`config.mk`:
```
export PLATFORM = sky130hd
export DESIGN_NAME = sevenseg_scan_ctrl
export DESIGN_NICKNAME = d
export VERILOG_FILES = /design/src/rtl/sevenseg_pkg.sv /design/src/rtl/sevenseg_timebase.sv /design/src/rtl/sevenseg_scan_ctrl.sv
export SDC_FILE = /design/constraint.sdc
export NUM_CORES = 1
export LEC_CHECK = 0
export CAP_MARGIN = 20
export CORE_MARGIN = 2
export CORE_UTILIZATION = 55
export DETAILED_ROUTE_END_ITERATION = 7
export DONT_BUFFER_PORTS = 1
export PLACE_DENSITY = 0.7
export SYNTH_ARGS = -nofsm -noshare
export SYNTH_HDL_FRONTEND = slang
export SYNTH_HIERARCHICAL = 1
export SYNTH_SLANG_ARGS = --single-unit
```
`constraint.sdc`:
```
create_clock -name clk -period 3.5 [get_ports clk]
set_input_delay 1.05 -clock clk [delete_from_list [all_inputs] [get_ports clk]]
set_output_delay 1.05 -clock clk [all_outputs]
set_load 0.05 [all_outputs]
```
`src/rtl/sevenseg_pkg.sv`:
```
// Shared types, segment constants and helpers for the seven-segment scan controller.
package sevenseg_pkg;

  localparam int MAX_DIGITS = 8;

  typedef enum logic {
    BLANK = 1'b0,
    ON    = 1'b1
  } scan_state_t;

  localparam logic [6:0] SEG_DASH = 7'b1000000;
  localparam logic [6:0] SEG_OFF  = 7'b0000000;
  localparam logic [3:0] BCD_MAX  = 4'd9;

  // One-hot digit enable for a digit index; callers truncate to their digit count.
  function automatic logic [MAX_DIGITS-1:0] onehot(input logic [2:0] idx);
    onehot = 8'b0000_0001 << idx;
  endfunction

endpackage

```
`src/rtl/sevenseg_timebase.sv`:
```
// Phase timer: a down-counter reloaded with the length of the phase being entered.
// tick marks the last cycle of the current phase (count at zero).
module sevenseg_timebase
  import sevenseg_pkg::*;
#(
  parameter int ON_CYCLES    = 50000,
  parameter int BLANK_CYCLES = 2
) (
  input  logic clk,
  input  logic rst,
  input  logic on_phase,
  output logic tick
);

  localparam int MAXC = (ON_CYCLES > BLANK_CYCLES) ? ON_CYCLES : BLANK_CYCLES;
  localparam int CW   = (MAXC > 1) ? $clog2(MAXC + 1) : 1;

  logic [CW-1:0] count_r;

  assign tick = (count_r == {CW{1'b0}});

  // Count down; at terminal count reload with the length of the opposite phase.
  always_ff @(posedge clk) begin
    if (rst) begin
      count_r <= {CW{1'b0}};
    end else if (tick) begin
      count_r <= on_phase ? CW'(BLANK_CYCLES - 1) : CW'(ON_CYCLES - 1);
    end else begin
      count_r <= count_r - CW'(1);
    end
  end

endmodule

```
`src/rtl/sevenseg_scan_ctrl.sv`:
```
// Time-multiplexed seven-segment scan controller. Holds a double-buffered BCD
// word, walks the digits with a blanking gap before each one, feeds the shared
// external decoder and masks its output (dash for non-BCD, leading-zero blank).
module sevenseg_scan_ctrl
  import sevenseg_pkg::*;
#(
  parameter int NUM_DIGITS   = 4,
  parameter int ON_CYCLES    = 50000,
  parameter int BLANK_CYCLES = 2
) (
  input  logic                    clk,
  input  logic                    rst,
  input  logic                    load,
  input  logic [4*NUM_DIGITS-1:0] value,
  input  logic                    lz_en,
  input  logic [6:0]              dec_seg,
  output logic [3:0]              dec_bcd,
  output logic [6:0]              seg,
  output logic [NUM_DIGITS-1:0]   dig_en,
  output logic                    pending,
  output logic                    bad_digit
);

  localparam int              IW       = $clog2(NUM_DIGITS);
  localparam logic [IW-1:0]   LAST_IDX = IW'(NUM_DIGITS - 1);

  scan_state_t               state_r, state_next_s;
  logic [IW-1:0]             idx_r, idx_next_s, idx_inc_s;
  logic [4*NUM_DIGITS-1:0]   shadow_r, active_r, active_next_s;
  logic                      lz_en_r;
  logic [IW-1:0]             hi_r, hi_next_s;
  logic                      bad_next_s;
  logic                      tick_s, boundary_s;
  logic [3:0]                nibble_cur_s, nibble_next_s;
  logic [6:0]                mask_s, seg_next_s;
  logic [NUM_DIGITS-1:0]     dig_en_next_s;
  logic [3:0]                dec_bcd_next_s;

  sevenseg_timebase #(
    .ON_CYCLES    (ON_CYCLES),
    .BLANK_CYCLES (BLANK_CYCLES)
  ) u_timebase (
    .clk      (clk),
    .rst      (rst),
    .on_phase (state_r == ON),
    .tick     (tick_s)
  );

  // The frame ends on the last lit cycle of the highest digit.
  assign boundary_s    = (state_r == ON) && tick_s && (idx_r == LAST_IDX);
  assign active_next_s = (boundary_s && pending) ? shadow_r : active_r;
  assign idx_inc_s     = (idx_r == LAST_IDX) ? {IW{1'b0}} : idx_r + IW'(1);
  assign nibble_cur_s  = active_r[{idx_r, 2'b00} +: 4];
  assign nibble_next_s = active_next_s[{idx_inc_s, 2'b00} +: 4];

  // Highest nonzero digit and non-BCD flag of the word about to become active.
  always_comb begin
    hi_next_s  = {IW{1'b0}};
    bad_next_s = 1'b0;
    for (int i = 0; i < NUM_DIGITS; i++) begin
      hi_next_s  = (active_next_s[4*i +: 4] != 4'd0) ? IW'(i) : hi_next_s;
      bad_next_s = bad_next_s | (active_next_s[4*i +: 4] > BCD_MAX);
    end
  end

  // Segment mask for the digit about to light: dash beats leading-zero blanking.
  always_comb begin
    if (nibble_cur_s > BCD_MAX) begin
      mask_s = SEG_DASH;
    end else if (lz_en_r && (idx_r > hi_r) && (idx_r != {IW{1'b0}})) begin
      mask_s = SEG_OFF;
    end else begin
      mask_s = dec_seg;
    end
  end

  // Next state and next registered outputs of the scan FSM.
  always_comb begin
    state_next_s   = state_r;
    idx_next_s     = idx_r;
    seg_next_s     = seg;
    dig_en_next_s  = dig_en;
    dec_bcd_next_s = dec_bcd;
    case (state_r)
      BLANK: begin
        if (tick_s) begin
          state_next_s  = ON;
          seg_next_s    = mask_s;
          dig_en_next_s = NUM_DIGITS'(onehot(3'(idx_r)));
        end else begin
          seg_next_s    = SEG_OFF;
          dig_en_next_s = {NUM_DIGITS{1'b0}};
        end
      end
      ON: begin
        if (tick_s) begin
          state_next_s   = BLANK;
          idx_next_s     = idx_inc_s;
          seg_next_s     = SEG_OFF;
          dig_en_next_s  = {NUM_DIGITS{1'b0}};
          dec_bcd_next_s = nibble_next_s;
        end else begin
          seg_next_s    = seg;
          dig_en_next_s = dig_en;
        end
      end
      default: begin
        state_next_s   = BLANK;
        idx_next_s     = {IW{1'b0}};
        seg_next_s     = SEG_OFF;
        dig_en_next_s  = {NUM_DIGITS{1'b0}};
        dec_bcd_next_s = 4'd0;
      end
    endcase
  end

  // Scan FSM state, digit index and the pin-facing output registers.
  always_ff @(posedge clk) begin
    if (rst) begin
      state_r <= BLANK;
      idx_r   <= {IW{1'b0}};
      seg     <= SEG_OFF;
      dig_en  <= {NUM_DIGITS{1'b0}};
      dec_bcd <= 4'd0;
    end else begin
      state_r <= state_next_s;
      idx_r   <= idx_next_s;
      seg     <= seg_next_s;
      dig_en  <= dig_en_next_s;
      dec_bcd <= dec_bcd_next_s;
    end
  end

  // Double buffer: load writes shadow, the frame boundary commits it and
  // re-samples the leading-zero enable and per-frame digit flags.
  always_ff @(posedge clk) begin
    if (rst) begin
      shadow_r  <= {(4*NUM_DIGITS){1'b0}};
      active_r  <= {(4*NUM_DIGITS){1'b0}};
      pending   <= 1'b0;
      lz_en_r   <= 1'b0;
      hi_r      <= {IW{1'b0}};
      bad_digit <= 1'b0;
    end else begin
      if (load) begin
        shadow_r <= value;
      end
      if (load) begin
        pending <= 1'b1;
      end else if (boundary_s) begin
        pending <= 1'b0;
      end
      if (boundary_s) begin
        active_r  <= active_next_s;
        lz_en_r   <= lz_en;
        hi_r      <= hi_next_s;
        bad_digit <= bad_next_s;
      end
    end
  end

endmodule

```
==> results.json, run 1 <==
{
  "area_growth_pct": 7.94,
  "critPathArrivalTime_ns": 3.19,
  "mostFrequentLayoutCells": "dfxtp_1, nor2_1, nand2_1, a21oi_1, mux2i_1",
  "via_per_inst": 5.71,
  "r2r-start": "u_timebase/count_r[0]$_SDFF_PP0_",
  "cts_made_buffers": 9,
  "final_layout_size_suffix_gt1_share_pct": 9.67,
  "rr_endpoint": "dec_bcd[0]$_SDFFE_PP0P_",
  "fin_ws_ns": 0.553,
  "grt_pass1_vias": 2374,
  "hold_depth": 2,
  "worst_pin_slew_ns": 0.762,
  "io_buffers": 0,
  "gp_congestion": 0.907,
  "synth_adder_area_share_pct": 3.52,
  "ant_nets": 0,
  "seq_area_frac_synth_pct": 44.4,
  "synth_area_sq_mm": 0.00320,
  "powerDensity_mw_per_mm2": 666,
  "cts_tree": "built",
  "start_util_pct": 57.4,
  "drt_pass1_iterations": 4,
  "worstSetupStartpointType": "flop",
  "setup_viol_count_final": 0,
  "syn_nets": 396,
  "hold_buffers": 0,
  "wire_per_inst_um": 15.3,
  "cts_max_path_buffers": 2,
  "grt_start_max_net_pins": 57,
  "yosys.area_share.simple_pct": 22.1,
  "async_reset_ff_share_pct": 0,
  "diodes": 0,
  "ctsResizeCount": 0,
  "maxSlewHeadroom_pct": 49.1,
  "synth-seq-cells": 71,
  "hold_path.class": "reg2reg",
  "met3_length_um": 380,
  "peakVddDrop_uv": 337,
  "wl_met1_mm": 3.00,
  "die_area_sq_mm": 0.00644,
  "drcViolationCount": 0,
  "ff2ff_path_depth": 12,
  "synth_compound_area_share_pct": 14.9,
  "status": "completed",
  "rsz0062_at_grt": "false",
  "core_area_sq_mm": 0.00557,
  "die_h_um": 80.3,
  "synth_area_leaders": "dfxtp_1, mux2i_1, nor2_1",
  "setup.worst_path.class": "reg2reg",
  "fin_crit_sh_pct": 84.2,
  "initialDrtViolationCount": 90,
  "dpl.hpwl_mm": 4.66,
  "nets": 394,
  "wirelength_mm": 6.62,
  "clockRootBuffer": "clkbuf_8",
  "yosys_warnings": 6,
  "synth_top_area_share_pct": 44.4,
  "grt-ovfl-total": 0,
  "dp_slack_ns": 0.612,
  "final_common_cell": "dfxtp_1",
  "track_usage_pct": 22.1,
  "cp_max_fo": 12,
  "synth_mux_area_share_pct": 8.64,
  "finalHoldViolations": 0,
  "h-tree-depth": 3,
  "critPathCaptureType": "flop",
  "synth_edf_count": 0,
  "synth_cells": 360,
  "r2r_slack_ns": 0.55,
  "synth_top_family_by_area": "simple AND/OR/NAND/NOR gates",
  "vias": 2480,
  "die_x_um": 80.3,
  "ios": 44,
  "antenna_found_initial": 0,
  "min_to": "lz_en_r$_SDFFE_PP0P_",
  "grt_first_pass_wirelength_mm": 10.8,
  "min_from": "lz_en_r$_SDFFE_PP0P_",
  "ys_types": 51,
  "clk_pin_slew_ns": 0.07,
  "setup_tns_ns": 0,
  "std_cell_rows": 27,
  "leakage_nw": 1.35,
  "required_ns": 3.74,
  "ys.flop_type": "dfxtp_1",
  "post-route-min-period_ns": 2.95,
  "clock_latency_ns": 0.35,
  "final_max_slew_viol_count": 0,
  "skew_ns": 0.00744,
  "clock_sinks": 71,
  "max_freq_mhz": 339,
  "max-cap-violations": 0,
  "syn_area_per_cell_sq_um": 8.89,
  "synth-xor-area-share_pct": 2.46,
  "top_layer": "met4",
  "yosysTopAreaCell": "dfxtp_1",
  "met2_length_mm": 3.10,
  "postCtsSetupRepairBufs": 0
}
-- how the worst max path moves through the flow --
stage                                                start                 endpoint  slack (ns)  cells past startpoint
after CTS                 u_timebase/count_r[9]$_SDFF_PP0_  dec_bcd[0]$_SDFFE_PP0P_        0.57                     10
after global routing      u_timebase/count_r[0]$_SDFF_PP0_  dec_bcd[0]$_SDFFE_PP0P_        0.33                     12
after detailed placement  u_timebase/count_r[0]$_SDFF_PP0_  dec_bcd[0]$_SDFFE_PP0P_        0.61                     12
after floorplan           u_timebase/count_r[0]$_SDFF_PP0_      seg[0]$_SDFFE_PP0P_        0.66                     13
after global placement    u_timebase/count_r[0]$_SDFF_PP0_  dec_bcd[0]$_SDFFE_PP0P_        0.68                     12
final                     u_timebase/count_r[0]$_SDFF_PP0_  dec_bcd[0]$_SDFFE_PP0P_        0.55                     12
-- where the power goes --
| part | switching [W] | total [W] | internal, W |
|---|---|---|---|
| clock network | 0.000288 | 0.000648 | 0.000360 |
| logic | 0.000307 | 0.000565 | 0.000259 |
| registers | 0.000172 | 0.00109 | 0.000915 |
| total | 0.000767 | 0.00230 | 0.00153 |
-- layer usage --
layer	vias to the layer above	track usage (%)
met3	13	5.17
met1	1150	26.8
li1	1256	-
met5	-	0
met2	61	35.9
met4	0	12.5
-- synthesized netlist by cell type (all sizes together), types with 2 or more instances --
cell type   n
nand2      44
nor3        6
o2111ai     2
nand2b      3
dfxtp      71
a211oi      4
mux2        3
a21oi      32
nor2b       3
clkbuf     11
nand4       3
buf         8
nand4b      2
mux2i      22
o211ai      2
xor2        8
o21a        8
nor4        8
nand3       7
a22o        6
and3        4
nor3b       4
inv        13
nand3b      3
ha          9
nor2       45
or3         4
o21ai      10
-- area by class of cell --
class                      count  area (sq um)
multi-input combinational    257          1650
tap                           72          90.1
clock buffer                  11           151
clock inverter                 4          45.0
sequential                    71          1420
inverter                      13          48.8
timing repair buffer           6          45.0
fill                         503          2120
-- cells by family (layout without fill, tap and decap cells) --
group,after synthesis,count (layout)
buf+inv,32,34
mux,26,26
compound gates,74,74
simple gates,139,139
flops,71,71
fa+ha+maj,9,9
xor+xnor,9,9
-- through the flow --
step                std cells  cell area, sq um  util (%)  hold slack (ns)  power [W]
detailed placement        419              3260      58.4            0.446    0.00166
finish                    434              3450      62.0            0.451    0.00230
CTS                       434              3450      62.0            0.456    0.00232
floorplan                 360              3200         -            0.437    0.00155
global placement          419              3260      58.4            0.451    0.00166
global route              434              3450      62.0            0.493    0.00243
-- registers in the layout (all words and copies together), names as in the netlist, 2 cells and up --
| signal | count |
|---|---|
| active_r | 16 |
| shadow_r | 16 |
| u_timebase/count_r | 16 |
| seg | 7 |
| dec_bcd | 4 |
| dig_en | 4 |
| hi_r | 2 |
| idx_r | 2 |
-- worst max-delay path, stage by stage, from the launching register on --
cell	delay, ns
dfxtp_1	0.33
inv_1	0.06
ha_1	0.18
nor2b_1	0.23
nand4_2	0.14
or4_4	0.47
inv_1	0.11
ha_1	0.25
buf_4	0.21
inv_1	0.09
or3_1	0.39
o31a_1	0.30
o41ai_1	0.06
Power figures use the tool's default switching activity.
==> inputs of run 2 (changes only) <==
- PLACE_DENSITY: 0.7 -> 0.73
- clock period: 3.5 -> 2.6 ns (I/O delays scaled with it)
==> run 2 against run 1 <==
Clock power increased by 27%. Clock-buffer cell count increased by 3. Total power increased by 43%. Cell area increased by 8.8%. Maximum frequency increased by 16%. Register-to-register slack got worse by 0.49 ns. Clock skew about the same. Combinational power increased by 77%. Routed wire length increased by 8.1%. Critical endpoint unchanged. Largest cell class unchanged.
==> results.json, run 2 (synthesized netlist as in run 1, its figures left out) <==
{
  "hold_buffers": 0,
  "clk_pin_slew_ns": 0.07,
  "p_clk_share_pct": 25.0,
  "min_to": "lz_en_r$_SDFFE_PP0P_",
  "p_total_w": 0.00329,
  "die_area_sq_mm": 0.00644,
  "die_x_um": 80.3,
  "maxSlewHeadroom_pct": 63.2,
  "clock_sinks": 71,
  "rsz0062_at_grt": "true",
  "setup_viol_count_final": 0,
  "h-tree-depth": 3,
  "worstSetupStartpointType": "flop",
  "clock_latency_ns": 0.34,
  "final_max_slew_viol_count": 0,
  "drcViolationCount": 0,
  "hold_path.class": "reg2reg",
  "min_from": "lz_en_r$_SDFFE_PP0P_",
  "powerDensity_mw_per_mm2": 876,
  "final_layout_size_suffix_gt1_share_pct": 21.2,
  "seq_power_share_pct": 44.6,
  "required_ns": 2.84,
  "finalHoldViolations": 0,
  "worst_pin_slew_ns": 0.550,
  "die_h_um": 80.3,
  "via_per_inst": 5.64,
  "grt_start_max_net_pins": 57,
  "cts_made_buffers": 9,
  "area_growth_pct": 17.4,
  "cts_tree": "built",
  "antenna_found_initial": 0,
  "hold_depth": 2,
  "io_buffers": 0,
  "dpl.hpwl_mm": 5.08,
  "critPathTopFamily": "simple AND/OR/NAND/NOR gates",
  "cp_max_fo": 3,
  "cp_slowest_stage_delay_ns": 0.46,
  "rr_endpoint": "dec_bcd[0]$_SDFFE_PP0P_",
  "std_cell_rows": 27,
  "cts_max_path_buffers": 2,
  "gp_congestion": 0.893,
  "ff2ff_path_depth": 10,
  "power.internal_w": 0.00218,
  "skew_ns": 0.00747,
  "leakage_nw": 1.47,
  "track_usage_pct": 24.2,
  "top_regs": "active_r (16), shadow_r (16), u_timebase/count_r (16)",
  "core_area_sq_mm": 0.00557,
  "initialDrtViolationCount": 92,
  "grt-ovfl-total": 0,
  "fin_crit_sh_pct": 97.7,
  "mostFrequentLayoutCells": "dfxtp_1, nor2_1, nand2_1, a21oi_1, buf_4",
  "grt_pass1_vias": 2559,
  "p_comb_share_pct": 30.4,
  "post-route-min-period_ns": 2.54,
  "status": "completed",
  "crit_slowest_cell": "or4_4",
  "wirelength_mm": 7.16,
  "start_util_pct": 57.4,
  "final_common_cell": "dfxtp_1",
  "wire_per_inst_um": 15.6,
  "nets": 419,
  "swShare_pct": 33.7,
  "setup.worst_path.class": "reg2reg",
  "critical_path_buf_inv_count": 3,
  "vias": 2581,
  "max_freq_mhz": 394,
  "ant_nets": 0,
  "p_sw_w": 0.00111,
  "path_cells": "nor4_4, nand4_4, or4_4, inv_4, ha_4, buf_4, inv_1, or3_4, o31a_1, o41ai_1",
  "peakVddDrop_uv": 499,
  "critPathCaptureType": "flop",
  "diodes": 0,
  "r2r-start": "u_timebase/count_r[3]$_SDFF_PP0_",
  "ios": 44,
  "drt_pass1_iterations": 4,
  "hold_ws_ns": 0.461,
  "clockRootBuffer": "clkbuf_8",
  "max-cap-violations": 0,
  "grt_first_pass_wirelength_mm": 11.9,
  "critPathArrivalTime_ns": 2.78,
  "r2r_slack_ns": 0.06
}
[run 2: what timing repair did]
item	in CTS	in global routing
hold endpoints to repair	0	0
endpoints found under the setup margin	13	14
gates resized for setup	6	12
setup buffers	0	3
pin swaps	2	1
[run 2: final cells by class]
| type | instances | area [sq um] |
|---|---|---|
| fill | 493 | 1820 |
| multi-input combinational | 257 | 1770 |
| sequential | 71 | 1430 |
| timing repair buffer | 31 | 233 |
| clock buffer | 14 | 183 |
| tap | 72 | 90.1 |
| inverter | 13 | 51.3 |
[run 2: power groups by stage]
stage	Sequential [W]	Combinational, W	Clock (W)
floorplan	0.00146	0.000727	0
global placement	0.00148	0.000919	0
detailed placement	0.00148	0.000943	0
CTS	0.00146	0.000953	0.000846
global route	0.00149	0.00111	0.000891
finish	0.00147	0.00100	0.000824
[run 2: routing by layer]
layer | wire length (um) | vias up | GRT usage, % | share of wire, %
li1 | - | 1308 | - | -
met1 | 3150 | 1205 | 28.8 | 44
met2 | 3460 | 58 | 40.8 | 48
met3 | 408 | 10 | 6.85 | 5.7
met4 | 136 | 0 | 10.5 | 1.9
met5 | 0 | - | 0 | 0
[run 2: worst max path at each step]
stage                                     start                 endpoint  depth (start not counted)
6_report       u_timebase/count_r[3]$_SDFF_PP0_  dec_bcd[0]$_SDFFE_PP0P_                         10
5_1_grt        u_timebase/count_r[3]$_SDFF_PP0_  dec_bcd[0]$_SDFFE_PP0P_                         10
4_1_cts        u_timebase/count_r[5]$_SDFF_PP0_  dec_bcd[2]$_SDFFE_PP0P_                         10
3_5_place_dp   u_timebase/count_r[1]$_SDFF_PP0_  dec_bcd[3]$_SDFFE_PP0P_                         11
3_3_place_gp   u_timebase/count_r[1]$_SDFF_PP0_  dec_bcd[3]$_SDFFE_PP0P_                         11
2_1_floorplan  u_timebase/count_r[1]$_SDFF_PP0_      seg[0]$_SDFFE_PP0P_                         13
[run 2: metrics by stage]
step                cells  instance area [sq um]  worst slack, ns   TNS, ns  util, %
floorplan             360                   3270          -0.0818    -0.491        -
global placement      441                   3480          -0.0144   -0.0154     62.4
detailed placement    441                   3480          -0.0790    -0.206     62.4
CTS                   455                   3680           0.0436         0     66.0
global route          458                   3760         -0.00491  -0.00808     67.4
finish                458                   3760           0.0604         0     67.4
[run 2: worst reg2reg max path, delay by kind of cell, from the launching register on]
family                     cells  cell delay (ns)
AOI/OAI and AO/OA              2             0.37
DFF                            1             0.34
buffers and inverters          3             0.26
and+or+nand+nor                4             1.34
adders and majority gates      1             0.15
==> inputs of run 3 (changes only) <==
--- a/config.mk
+++ b/config.mk
@@ -11,5 +11,5 @@
 export DETAILED_ROUTE_END_ITERATION = 7
 export DONT_BUFFER_PORTS = 1
-export PLACE_DENSITY = 0.73
+export PLACE_DENSITY = 0.7
 export SYNTH_ARGS = -nofsm -noshare
 export SYNTH_HDL_FRONTEND = slang
==> constraint.sdc (replaced) <==
create_clock -name clk -period 3.1 [get_ports clk]
set_input_delay 0.93 -clock clk [delete_from_list [all_inputs] [get_ports clk]]
set_output_delay 0.93 -clock clk [all_outputs]
set_load 0.01 [all_outputs]
==> run 3 against run 2 <==
Largest power group unchanged. Final cell count shrank 4.4%. Flip-flop and latch count unchanged. Cell area fell by 7.0%. Critical endpoint is now seg[4]$_SDFFE_PP0P_. Critical path type unchanged. Sequential share of layout area is 2.7 points higher. Die area unchanged.
==> results.json, run 3 (synthesized netlist as in run 1, its figures left out) <==
{
  "finalHoldViolations": 0,
  "std_cell_rows": 27,
  "setup_viol_count_final": 0,
  "fill_cells": 486,
  "die_area_sq_mm": 0.00644,
  "rsz0062_at_grt": "false",
  "final_area_sq_mm": 0.00350,
  "hold_path.class": "reg2reg",
  "vias": 2564,
  "p_total_w": 0.00261,
  "post-route-min-period_ns": 2.86,
  "hold_depth": 2,
  "max_freq_mhz": 349,
  "hold_ws_ns": 0.464,
  "initialDrtViolationCount": 123,
  "final_common_cell": "dfxtp_1",
  "hold_buffers": 0,
  "nets": 397,
  "min_to": "lz_en_r$_SDFFE_PP0P_",
  "ant_nets": 0,
  "worst_pin_slew_ns": 0.571,
  "wire_per_inst_um": 15.8,
  "grt_first_pass_wirelength_mm": 11.1,
  "ios": 44,
  "drt_pass1_iterations": 5,
  "core_area_sq_mm": 0.00557,
  "status": "completed",
  "critPathCaptureType": "flop",
  "cts_tree": "built",
  "skew_ns": 0.00514,
  "required_ns": 3.38,
  "rr_endpoint": "seg[4]$_SDFFE_PP0P_",
  "setup.worst_path.class": "reg2reg",
  "antenna_found_initial": 0,
  "r2r_slack_ns": 0.24,
  "clk_pin_slew_ns": 0.07,
  "leakage_nw": 1.37,
  "track_usage_pct": 22.4,
  "critPathArrivalTime_ns": 3.14,
  "maxSlewHeadroom_pct": 61.7,
  "mostFrequentLayoutCells": "dfxtp_1, nor2_1, nand2_1, a21oi_1, mux2i_1",
  "powerDensity_mw_per_mm2": 746,
  "worstSetupStartpointType": "flop",
  "cts_max_path_buffers": 2,
  "final_layout_size_suffix_gt1_share_pct": 10.1,
  "io_buffers": 0,
  "final_max_slew_viol_count": 0,
  "peakVddDrop_uv": 466,
  "dpl.hpwl_mm": 4.93,
  "final_core_util_pct": 62.7,
  "wirelength_mm": 6.92,
  "start_util_pct": 57.4,
  "drcViolationCount": 0,
  "cp_max_fo": 10,
  "clock_latency_ns": 0.34,
  "die_h_um": 80.3,
  "area_growth_pct": 9.27,
  "gp_congestion": 0.894,
  "top_regs": "active_r (16), shadow_r (16), u_timebase/count_r (16)",
  "placed_area_sq_mm": 0.00328,
  "via_per_inst": 5.85,
  "min_from": "lz_en_r$_SDFFE_PP0P_",
  "die_x_um": 80.3,
  "grt-ovfl-total": 0,
  "cts_made_buffers": 9,
  "grt_start_max_net_pins": 57,
  "fin_crit_sh_pct": 92.3,
  "ff2ff_path_depth": 11,
  "crit_start": "u_timebase/count_r[0]$_SDFF_PP0_",
  "diodes": 0,
  "clock_sinks": 71,
  "setup_tns_ns": 0,
  "h-tree-depth": 3,
  "max-cap-violations": 0,
  "clockRootBuffer": "clkbuf_8",
  "r2r-start": "u_timebase/count_r[0]$_SDFF_PP0_",
  "grt_pass1_vias": 2334
}
==> run 3: cell count changes in the layout (fill, tap and decap cells not counted), sizes merged <==
| cell | previous run | this run |
|---|---|---|
| bufinv | 0 | 2 |
| clkinv | 0 | 2 |
| clkbuf | 14 | 12 |
| buf | 31 | 9 |
==> run 3: worst max-delay path by stage <==
stage / cells after the start / endpoint
2_1_floorplan: 13 / seg[0]$_SDFFE_PP0P_
3_3_place_gp: 11 / dec_bcd[1]$_SDFFE_PP0P_
3_5_place_dp: 10 / hi_r[1]$_SDFFE_PP0P_
4_1_cts: 11 / dec_bcd[3]$_SDFFE_PP0P_
5_1_grt: 11 / seg[3]$_SDFFE_PP0P_
6_report: 11 / seg[4]$_SDFFE_PP0P_
==> run 3: layer usage <==
metal | share of wire [%] | routed length, um | track usage [%] | vias up
met5 | 0 | 0 | 0 | -
met4 | 1.4 | 100 | 7.63 | 0
met3 | 5.8 | 401 | 8.31 | 13
met2 | 48 | 3320 | 37.0 | 71
met1 | 45 | 3100 | 26.8 | 1212
li1 | - | - | - | 1268
==> run 3: worst max-delay path, stage by stage (launching register included) <==
cell	delay, ns
dfxtp_1	0.34
inv_1	0.07
ha_1	0.18
nor2b_1	0.22
nand4_2	0.15
or4_4	0.48
inv_1	0.12
inv_1	0.06
ha_1	0.27
or3_1	0.45
nor3b_4	0.29
a22o_1	0.18
==> run 3: area by class of cell <==
type                       instances  area (sq um)  area share, %
clock buffer                      12           135           3.87
inverter                          13          48.8           1.40
timing repair buffer               9          67.6           1.93
tap                               72          90.1           2.58
multi-input combinational        257          1660           47.6
clock inverter                     4          70.1           2.00
sequential                        71          1420           40.7
==> run 3: repair_timing <==
action | 4_1_cts | 5_1_grt
gates resized for setup | 0 | 3
endpoints found under the setup margin | 0 | 3
setup buffers | 0 | 0
hold endpoints to repair | 0 | 0
==> run 3: power breakdown <==
group	switching, W	internal, W
clock	0.000325	0.000452
combinational	0.000353	0.000306
sequential	0.000139	0.00103
==> run 3: stage by stage <==
stage | instances | setup slack [ns]
after floorplan | 360 | 0.259
after global placement | 422 | 0.329
after detailed placement | 422 | 0.257
after CTS | 438 | 0.217
after global routing | 438 | 0.0444
final | 438 | 0.238
